### src/rtl/alu_issue.sv
`timescale 1ns/1ps
`default_nettype none
// ============================================================================
// Module      : alu_issue
// Description : Command FIFO feeding an external combinational ALU, with a
//               registered result held under consumer backpressure.
// Revision    : 1.0 - initial release
// ============================================================================
module alu_issue #(
    parameter int DEPTH = 4
) (
    input  logic       clk,
    input  logic       rst,
    input  logic       in_valid,
    output logic       in_ready,
    input  logic [2:0] in_oc,
    input  logic [3:0] in_a,
    input  logic [3:0] in_b,
    output logic [2:0] alu_oc,
    output logic [3:0] alu_a,
    output logic [3:0] alu_b,
    input  logic [3:0] alu_f,
    output logic       res_valid,
    input  logic       res_ready,
    output logic [3:0] res_f,
    output logic       res_err,
    output logic [7:0] done_cnt
);

    localparam int AW = $clog2(DEPTH);
    localparam logic [AW:0]   c_depth   = (AW+1)'(DEPTH);
    localparam logic [AW:0]   c_cnt_one = (AW+1)'(1);
    localparam logic [AW-1:0] c_ptr_one = AW'(1);
    localparam logic [2:0]    c_oc_div  = 3'b011;

    typedef enum logic [1:0] {
        S_IDLE = 2'd0,
        S_EXEC = 2'd1,
        S_HOLD = 2'd2
    } state_t;

    state_t        r_state;
    state_t        w_next;
    logic [10:0]   r_mem [DEPTH];
    logic [AW-1:0] r_wptr;
    logic [AW-1:0] r_rptr;
    logic [AW:0]   r_count;
    logic [2:0]    r_oc;
    logic [3:0]    r_a;
    logic [3:0]    r_b;
    logic [3:0]    r_res_f;
    logic          r_res_err;
    logic          r_res_valid;
    logic [7:0]    r_done;
    logic          w_push;
    logic          w_pop;
    logic          w_empty;
    logic          w_div0;

    // in_ready depends only on the occupancy register, never on res_ready
    assign in_ready = (r_count < c_depth);
    assign w_empty  = (r_count == '0);
    assign w_push   = in_valid && in_ready;
    assign w_pop    = !w_empty &&
                      ((r_state == S_IDLE) || ((r_state == S_HOLD) && res_ready));
    assign w_div0   = (r_oc == c_oc_div) && (r_b == 4'd0);

    assign alu_oc    = r_oc;
    assign alu_a     = r_a;
    assign alu_b     = r_b;
    assign res_f     = r_res_f;
    assign res_err   = r_res_err;
    assign res_valid = r_res_valid;
    assign done_cnt  = r_done;

    always_ff @(posedge clk) begin
        if (w_push) begin
            r_mem[r_wptr] <= {in_oc, in_a, in_b};
        end
    end

    always_ff @(posedge clk or posedge rst) begin
        if (rst) begin
            r_wptr  <= '0;
            r_rptr  <= '0;
            r_count <= '0;
        end else begin
            if (w_push) begin
                r_wptr <= r_wptr + c_ptr_one;
            end
            if (w_pop) begin
                r_rptr <= r_rptr + c_ptr_one;
            end
            case ({w_push, w_pop})
                2'b10:   r_count <= r_count + c_cnt_one;
                2'b01:   r_count <= r_count - c_cnt_one;
                default: r_count <= r_count;
            endcase
        end
    end

    always_comb begin
        w_next = r_state;
        case (r_state)
            S_IDLE: begin
                if (!w_empty) begin
                    w_next = S_EXEC;
                end
            end
            S_EXEC: begin
                w_next = S_HOLD;
            end
            S_HOLD: begin
                if (res_ready) begin
                    w_next = w_empty ? S_IDLE : S_EXEC;
                end
            end
            default: begin
                w_next = S_IDLE;
            end
        endcase
    end

    always_ff @(posedge clk or posedge rst) begin
        if (rst) begin
            r_state     <= S_IDLE;
            r_oc        <= '0;
            r_a         <= '0;
            r_b         <= '0;
            r_res_f     <= '0;
            r_res_err   <= 1'b0;
            r_res_valid <= 1'b0;
            r_done      <= '0;
        end else begin
            r_state <= w_next;
            if (w_pop) begin
                {r_oc, r_a, r_b} <= r_mem[r_rptr];
            end
            case (r_state)
                S_EXEC: begin
                    // Divide by zero overrides whatever the ALU produced
                    r_res_f     <= w_div0 ? 4'hF : alu_f;
                    r_res_err   <= w_div0;
                    r_res_valid <= 1'b1;
                end
                S_HOLD: begin
                    if (res_ready) begin
                        r_res_valid <= 1'b0;
                        r_done      <= r_done + 8'd1;
                    end
                end
                default: begin
                end
            endcase
        end
    end

endmodule
`default_nettype wire

### config.mk
export PLATFORM = sky130hd
export DESIGN_NAME = alu_issue
export DESIGN_NICKNAME = d
export VERILOG_FILES = /design/src/rtl/alu_issue.sv
export SDC_FILE = /design/constraint.sdc
export NUM_CORES = 1
export LEC_CHECK = 0
export CAP_MARGIN = 20
export CORE_MARGIN = 2
export CORE_UTILIZATION = 45
export DETAILED_ROUTE_END_ITERATION = 10
export PLACE_DENSITY = 0.79
export SYNTH_ARGS = -nofsm -noshare
export SYNTH_HDL_FRONTEND = slang
export SYNTH_SLANG_ARGS = --single-unit
### constraint.sdc
create_clock -name clk -period 3.21 [get_ports clk]
set_clock_uncertainty 0.15 [all_clocks]
set_input_delay 0.4815 -clock clk [delete_from_list [all_inputs] [get_ports clk]]
set_output_delay 0.4815 -clock clk [all_outputs]
set_load 0.005 [all_outputs]
==> impl_metrics.json, run 1 <==
{
  "slowest_stage": "clkdlybuf4s50_1",
  "post-route-drc-count": 0,
  "n_antenna_cell": 0,
  "place_hpwl_microns": 3410,
  "p_seq_frac": 0.458,
  "syn_area_sq_mm": 0.003167,
  "cts_hold_buf": 0,
  "wl_per_cell_microns": 15.20,
  "rows": 30,
  "slowest_delay_ns": 0.57,
  "drive_gt1_frac": 0.1612,
  "yosysUniqueCellTypes": 32,
  "power.leakage_nw": 1.495,
  "final_core_util": 0.5726,
  "rrSetupSlack_ns": 1.14,
  "start_kind": "primary input",
  "grt_setup_unrepaired": "no",
  "antenna_found_initial": 0,
  "multi_input_area_sq_um": 920.9,
  "yosysWarnings": 0,
  "fin_crit_sh": 0.7232,
  "ant_nets": 0,
  "swShare": 0.2969,
  "start_util": 0.4661,
  "layout.nets": 264,
  "dpl.cell_count": 323,
  "drtIter0Drc": 45,
  "stdcell_count": 338,
  "coreArea_sq_mm": 0.006794,
  "die-area_sq_mm": 0.007725,
  "maxCapViolCount": 0,
  "grt_start_max_net_pins": 35,
  "fp.dieH_microns": 87.89,
  "first_global_vias": 1688,
  "critPathKind": "primary input to flip-flop",
  "timing.final.max_slew_violations": 0,
  "crit_chain": "clkdlybuf4s50_1, and2b_4, nor3_4, ha_1, inv_1, fa_1, xor2_1, nor2_1, xnor2_1",
  "cts.sinks": 78,
  "worst_slew_pin_slew_ns": 0.7361,
  "power_frac_clock": 0.202,
  "cp-end-kind": "flip-flop",
  "clock_latency_ns": 0.34,
  "track_usage": 0.1506,
  "p_sw_mw": 1.034,
  "final.min_clock_period_ns": 2.321,
  "syn_avg_cell_area_sq_um": 16.93,
  "ioPinCount": 45,
  "wirelength_microns": 5139,
  "postCtsSetupBuffers": 0,
  "seq_area_frac_synth": 0.6859,
  "intPower_mw": 2.449,
  "gr-total-overflow": 0,
  "post_drt_via_cell_ratio": 4.882,
  "cts_tree": "yes",
  "crit_required_ns": 3.31,
  "gp_congestion": 0.7246,
  "cts_made_buffers": 9,
  "pwr-share-comb": 0.340,
  "synthesis.nets": 213,
  "first_pass_iters": 4,
  "grt_pass1_wl_microns": 8342,
  "outcome": "completed",
  "hold_path_class": "flip-flop to flip-flop",
  "clk_path_buf_depth": 2,
  "vias": 1650,
  "clockRootBuffer": "clkbuf_8",
  "hold_viol": 0,
  "crit_family": "buffers and inverters",
  "p_per_area_mw_per_mm2": 895.4,
  "setup_viol": 0,
  "htree_levels": 3,
  "fillerInstances": 561,
  "area_growth_pct": 22.84,
  "synthCells": 187,
  "tns_ns": 0,
  "clk_pin_slew_worst_paths_ns": 0.07,
  "crit_path_max_fanout": 6,
  "slew_headroom": 0.5093,
  "port_buffers": 44,
  "cts_resized": 0,
  "worst-path-buf-inv": 2,
  "arrival_ns": 2.43,
  "die_w_microns": 87.89,
  "worst_ir_drop_vdd_uv": 422.3,
  "ys_ff_latch": 78,
  "layout.area.seq_sq_mm": 0.002172,
  "fmax_mhz": 430.8
}
synthesized netlist by cell type, drive strengths merged:
| cell | count | area, sq um |
|---|---|---|
| a21oi | 6 | 30.03 |
| and2 | 4 | 25.02 |
| and2b | 1 | 10.01 |
| buf | 3 | 27.52 |
| clkbuf | 3 | 12.51 |
| dfrtp | 34 | 850.8 |
| edfxtp | 44 | 1321 |
| fa | 1 | 20.02 |
| ha | 6 | 75.07 |
| inv | 9 | 33.78 |
| mux2 | 12 | 165.2 |
| mux2i | 1 | 10.01 |
| mux4 | 11 | 259.0 |
| nand2 | 6 | 22.52 |
| nand2b | 2 | 12.51 |
| nand3 | 1 | 5.000 |
| nand3b | 1 | 7.510 |
| nand4 | 2 | 12.51 |
| nand4b | 2 | 17.52 |
| nor2 | 13 | 48.80 |
| nor2b | 2 | 12.51 |
| nor3 | 5 | 41.29 |
| nor4b | 2 | 17.52 |
| o21ai | 3 | 15.01 |
| xnor2 | 5 | 43.79 |
| xor2 | 8 | 70.07 |
flip-flops by register name, indices dropped and copies added (netlist names):
| name | cells |
|---|---|
| r_mem | 44 |
| done_cnt | 8 |
| alu_a | 4 |
| alu_b | 4 |
| res_f | 4 |
| alu_oc | 3 |
| r_count | 3 |
| r_rptr | 2 |
| r_state | 2 |
| r_wptr | 2 |
| res_err | 1 |
| res_valid | 1 |
cells by family (layout without fill, tap and decap cells):
| logic type | Yosys count | after routing | synth area share |
|---|---|---|---|
| flops | 78 | 78 | 0.6859 |
| simple gates | 41 | 41 | 0.07349 |
| mux | 24 | 24 | 0.1371 |
| buf+inv | 15 | 70 | 0.02331 |
| xor+xnor | 13 | 13 | 0.03595 |
| compound gates | 9 | 9 | 0.01422 |
| fa+ha+maj | 7 | 7 | 0.03003 |
through the flow:
step	hold slack, ns	setup slack, ns	power (mW)	instance area [sq um]
2_1_floorplan	0.3147	0.9815	2.372	3167
3_3_place_gp	0.3079	0.5808	2.776	3702
3_5_place_dp	0.3086	0.5396	2.826	3702
4_1_cts	0.3228	0.8917	3.534	3890
5_1_grt	0.3515	0.7442	3.726	3890
6_report	0.3127	0.8885	3.483	3890
power by group through the flow:
stage,Sequential [mW],Clock (mW),Combinational [mW]
global route,1.64,0.768,1.32
CTS,1.60,0.720,1.21
floorplan,1.51,0,0.867
detailed placement,1.62,0,1.21
finish,1.60,0.702,1.19
global placement,1.61,0,1.17
cells in the final DEF, fill, tap and decap left out, types with 3 or more instances in the layout:
cell	instances
clkdlybuf4s50_1	44
edfxtp_1	44
dfrtp_1	34
nor2_1	13
inv_1	9
clkbuf_8	9
xor2_1	8
mux4_2	8
mux2_4	8
nand2_1	6
a21oi_1	6
ha_1	6
xnor2_1	5
and2_1	4
mux2_2	4
nor3_1	3
o21ai_0	3
mux4_1	3
per-layer routing:
layer	global-route usage	wire length, microns
met5	0	0
met4	0.06294	74
met3	0.04336	232
met2	0.2528	2599
met1	0.1835	2234
final cells by class:
type                            count  share of cell area
Clock buffer                       10             0.03281
Clock inverter                      5             0.01544
Timing Repair Buffer               46              0.1171
Tap cell                           96             0.03088
Multi-Input combinational cell     94              0.2367
Inverter                            9            0.008684
Sequential cell                    78              0.5584
path summary, 6_finish.rpt:
check | from | end | depth (start not counted)
min in group asynchronous | rst | res_f[2]$_DFFE_PP0P_ | 3
worst max-delay path | res_ready | r_count[2]$_DFFE_PP0P_ | 9
worst min-delay path | done_cnt[7]$_DFFE_PP0P_ | done_cnt[7]$_DFFE_PP0P_ | 1
worst max register to register | r_state[1]$_DFFE_PP0P_ | r_count[2]$_DFFE_PP0P_ | 8
max in group asynchronous | rst | alu_b[2]$_DFFE_PP0P_ | 3
worst min register to register | done_cnt[7]$_DFFE_PP0P_ | done_cnt[7]$_DFFE_PP0P_ | 1
(Power assumes the default switching activity.)
==> run 2: changes to the inputs <==
Clock period 3.21 ns to 2.3 ns, I/O delays scaled along.
==> impl_metrics.json, run 2 (synthesis gave the netlist of run 1 again) <==
{
  "outcome": "completed",
  "critical_path_depth": 9,
  "track_usage": 0.1537,
  "gp_congestion": 0.7400,
  "clk_path_buf_depth": 2,
  "crit_family": "adder cells",
  "whs_ns": 0.2554,
  "die_w_microns": 87.89,
  "ioPinCount": 45,
  "grt_start_max_net_pins": 35,
  "route.met3.wl_microns": 335,
  "coreArea_sq_mm": 0.006794,
  "wirelength_microns": 5056,
  "wl_per_cell_microns": 14.45,
  "worst_slew_pin_slew_ns": 0.5377,
  "grt_setup_unrepaired": "no",
  "worst-r2r-cell-count": 8,
  "critPathKind": "primary input to flip-flop",
  "power.leakage_nw": 1.542,
  "n_antenna_cell": 0,
  "cp-end-kind": "flip-flop",
  "start_util": 0.4661,
  "stdcell_count": 350,
  "post-route-drc-count": 0,
  "area_growth_pct": 24.77,
  "cts_tree": "yes",
  "cts_made_buffers": 9,
  "grt_pass1_wl_microns": 8583,
  "first_pass_iters": 4,
  "setup_viol": 0,
  "dpl.cell_count": 334,
  "crit_chain": "clkdlybuf4s50_1, and2b_4, nor3_4, ha_1, inv_1, fa_1, xor2_1, nor2_1, xnor2_1",
  "worst-path-buf-inv": 2,
  "layout.area.seq_sq_mm": 0.002172,
  "fmax_mhz": 481.8,
  "mostFrequentLayoutCells": "44 x clkdlybuf4s50_1, 44 x edfxtp_1, 34 x dfrtp_1",
  "ant_nets": 0,
  "regMostFlops": "r_mem",
  "setup_ws_ns": 0.2244,
  "final.min_clock_period_ns": 2.076,
  "slowest_stage": "clkdlybuf4s50_1",
  "first_global_vias": 1767,
  "crit_path_max_fanout": 2,
  "htree_levels": 3,
  "final_core_util": 0.5816,
  "cts_resized": 0,
  "slew_headroom": 0.6415,
  "start_kind": "primary input",
  "cts.sinks": 78,
  "maxCapViolCount": 0,
  "top_layer": "met4",
  "layout.nets": 275,
  "hold_path_class": "primary input to asynchronous set/reset pin",
  "drive_gt1_frac": 0.1969,
  "clock_latency_ns": 0.34,
  "clockRootBuffer": "clkbuf_8",
  "clk_pin_slew_worst_paths_ns": 0.08,
  "gr-total-overflow": 0,
  "multi_input_area_sq_um": 920.9,
  "power.total_mw": 4.830,
  "routed-wl-met2_microns": 2494,
  "place_hpwl_microns": 3413,
  "post_drt_via_cell_ratio": 4.911,
  "cts_hold_buf": 0,
  "worst_ir_drop_vdd_uv": 580.7,
  "slowest_delay_ns": 0.48,
  "largest_reg_flops": 44,
  "postCtsSetupBuffers": 0,
  "fp.dieH_microns": 87.89,
  "vias": 1719,
  "crit_required_ns": 2.41,
  "fin_crit_sh": 0.9024,
  "antenna_found_initial": 0,
  "hold_viol": 0,
  "met1_length_microns": 2190,
  "drtIter0Drc": 69,
  "fillerInstances": 546,
  "rows": 30,
  "timing.final.max_slew_violations": 0,
  "arrival_ns": 2.19,
  "die-area_sq_mm": 0.007725,
  "post-place-ws_ns": -0.1302,
  "port_buffers": 44,
  "p_per_area_mw_per_mm2": 1223
}
==> run 2: changes by cell type in the layout (fill, tap and decap cells not counted) <==
cell       previous run  this run
clkinv_4              1         2
clkinv_2              1         2
clkinv_1              0         1
buf_4                 2        13
inv_6                 1         0
bufinv_16             1         0
==> run 2: area by class of cell <==
class                   instances  share of cell area
inverters                       9            0.008550
well taps                      96             0.03040
flip-flops and latches         78              0.5497
repair buffers                 57              0.1362
clock inverters                 6            0.009816
multi-input cells              94              0.2331
clock buffers                  10             0.03230
==> run 2: final timing paths <==
| check | startpoint | to | slack (ns) |
|---|---|---|---|
| max | res_ready | r_count[2]$_DFFE_PP0P_ | 0.22 |
| min | rst | res_f[1]$_DFFE_PP0P_ | 0.26 |
| max reg2reg | r_state[1]$_DFFE_PP0P_ | r_count[2]$_DFFE_PP0P_ | 0.36 |
| min reg2reg | done_cnt[7]$_DFFE_PP0P_ | done_cnt[7]$_DFFE_PP0P_ | 0.32 |
| max in group asynchronous | rst | alu_oc[1]$_DFFE_PP0P_ | 1.43 |
| min in group clk | done_cnt[7]$_DFFE_PP0P_ | done_cnt[7]$_DFFE_PP0P_ | 0.32 |
==> run 2: per-stage QoR <==
stage	TNS [ns]	instance area, sq um
6_report	0	3951
5_1_grt	0	3951
3_5_place_dp	-0.1302	3785
3_3_place_gp	-0.07130	3785
4_1_cts	0	3951
2_1_floorplan	0	3167
==> run 2: tightest hold or removal path, stage by stage <==
cell,delay [ns]
clkdlybuf4s50_1,0.39
inv_1,0.05
buf_4,0.38
==> run 2: per-layer routing <==
| layer | global-route usage | vias up |
|---|---|---|
| met5 | 0 | - |
| met4 | 0.05455 | 0 |
| met3 | 0.05938 | 4 |
| met2 | 0.2445 | 61 |
| met1 | 0.1939 | 846 |
| li1 | - | 808 |
==> run 2: where the power goes <==
group / total, mW / internal [mW] / switching, mW
sequential: 2.14 / 1.87 / 0.264
combinational: 1.84 / 1.12 / 0.720
clock: 0.852 / 0.388 / 0.465
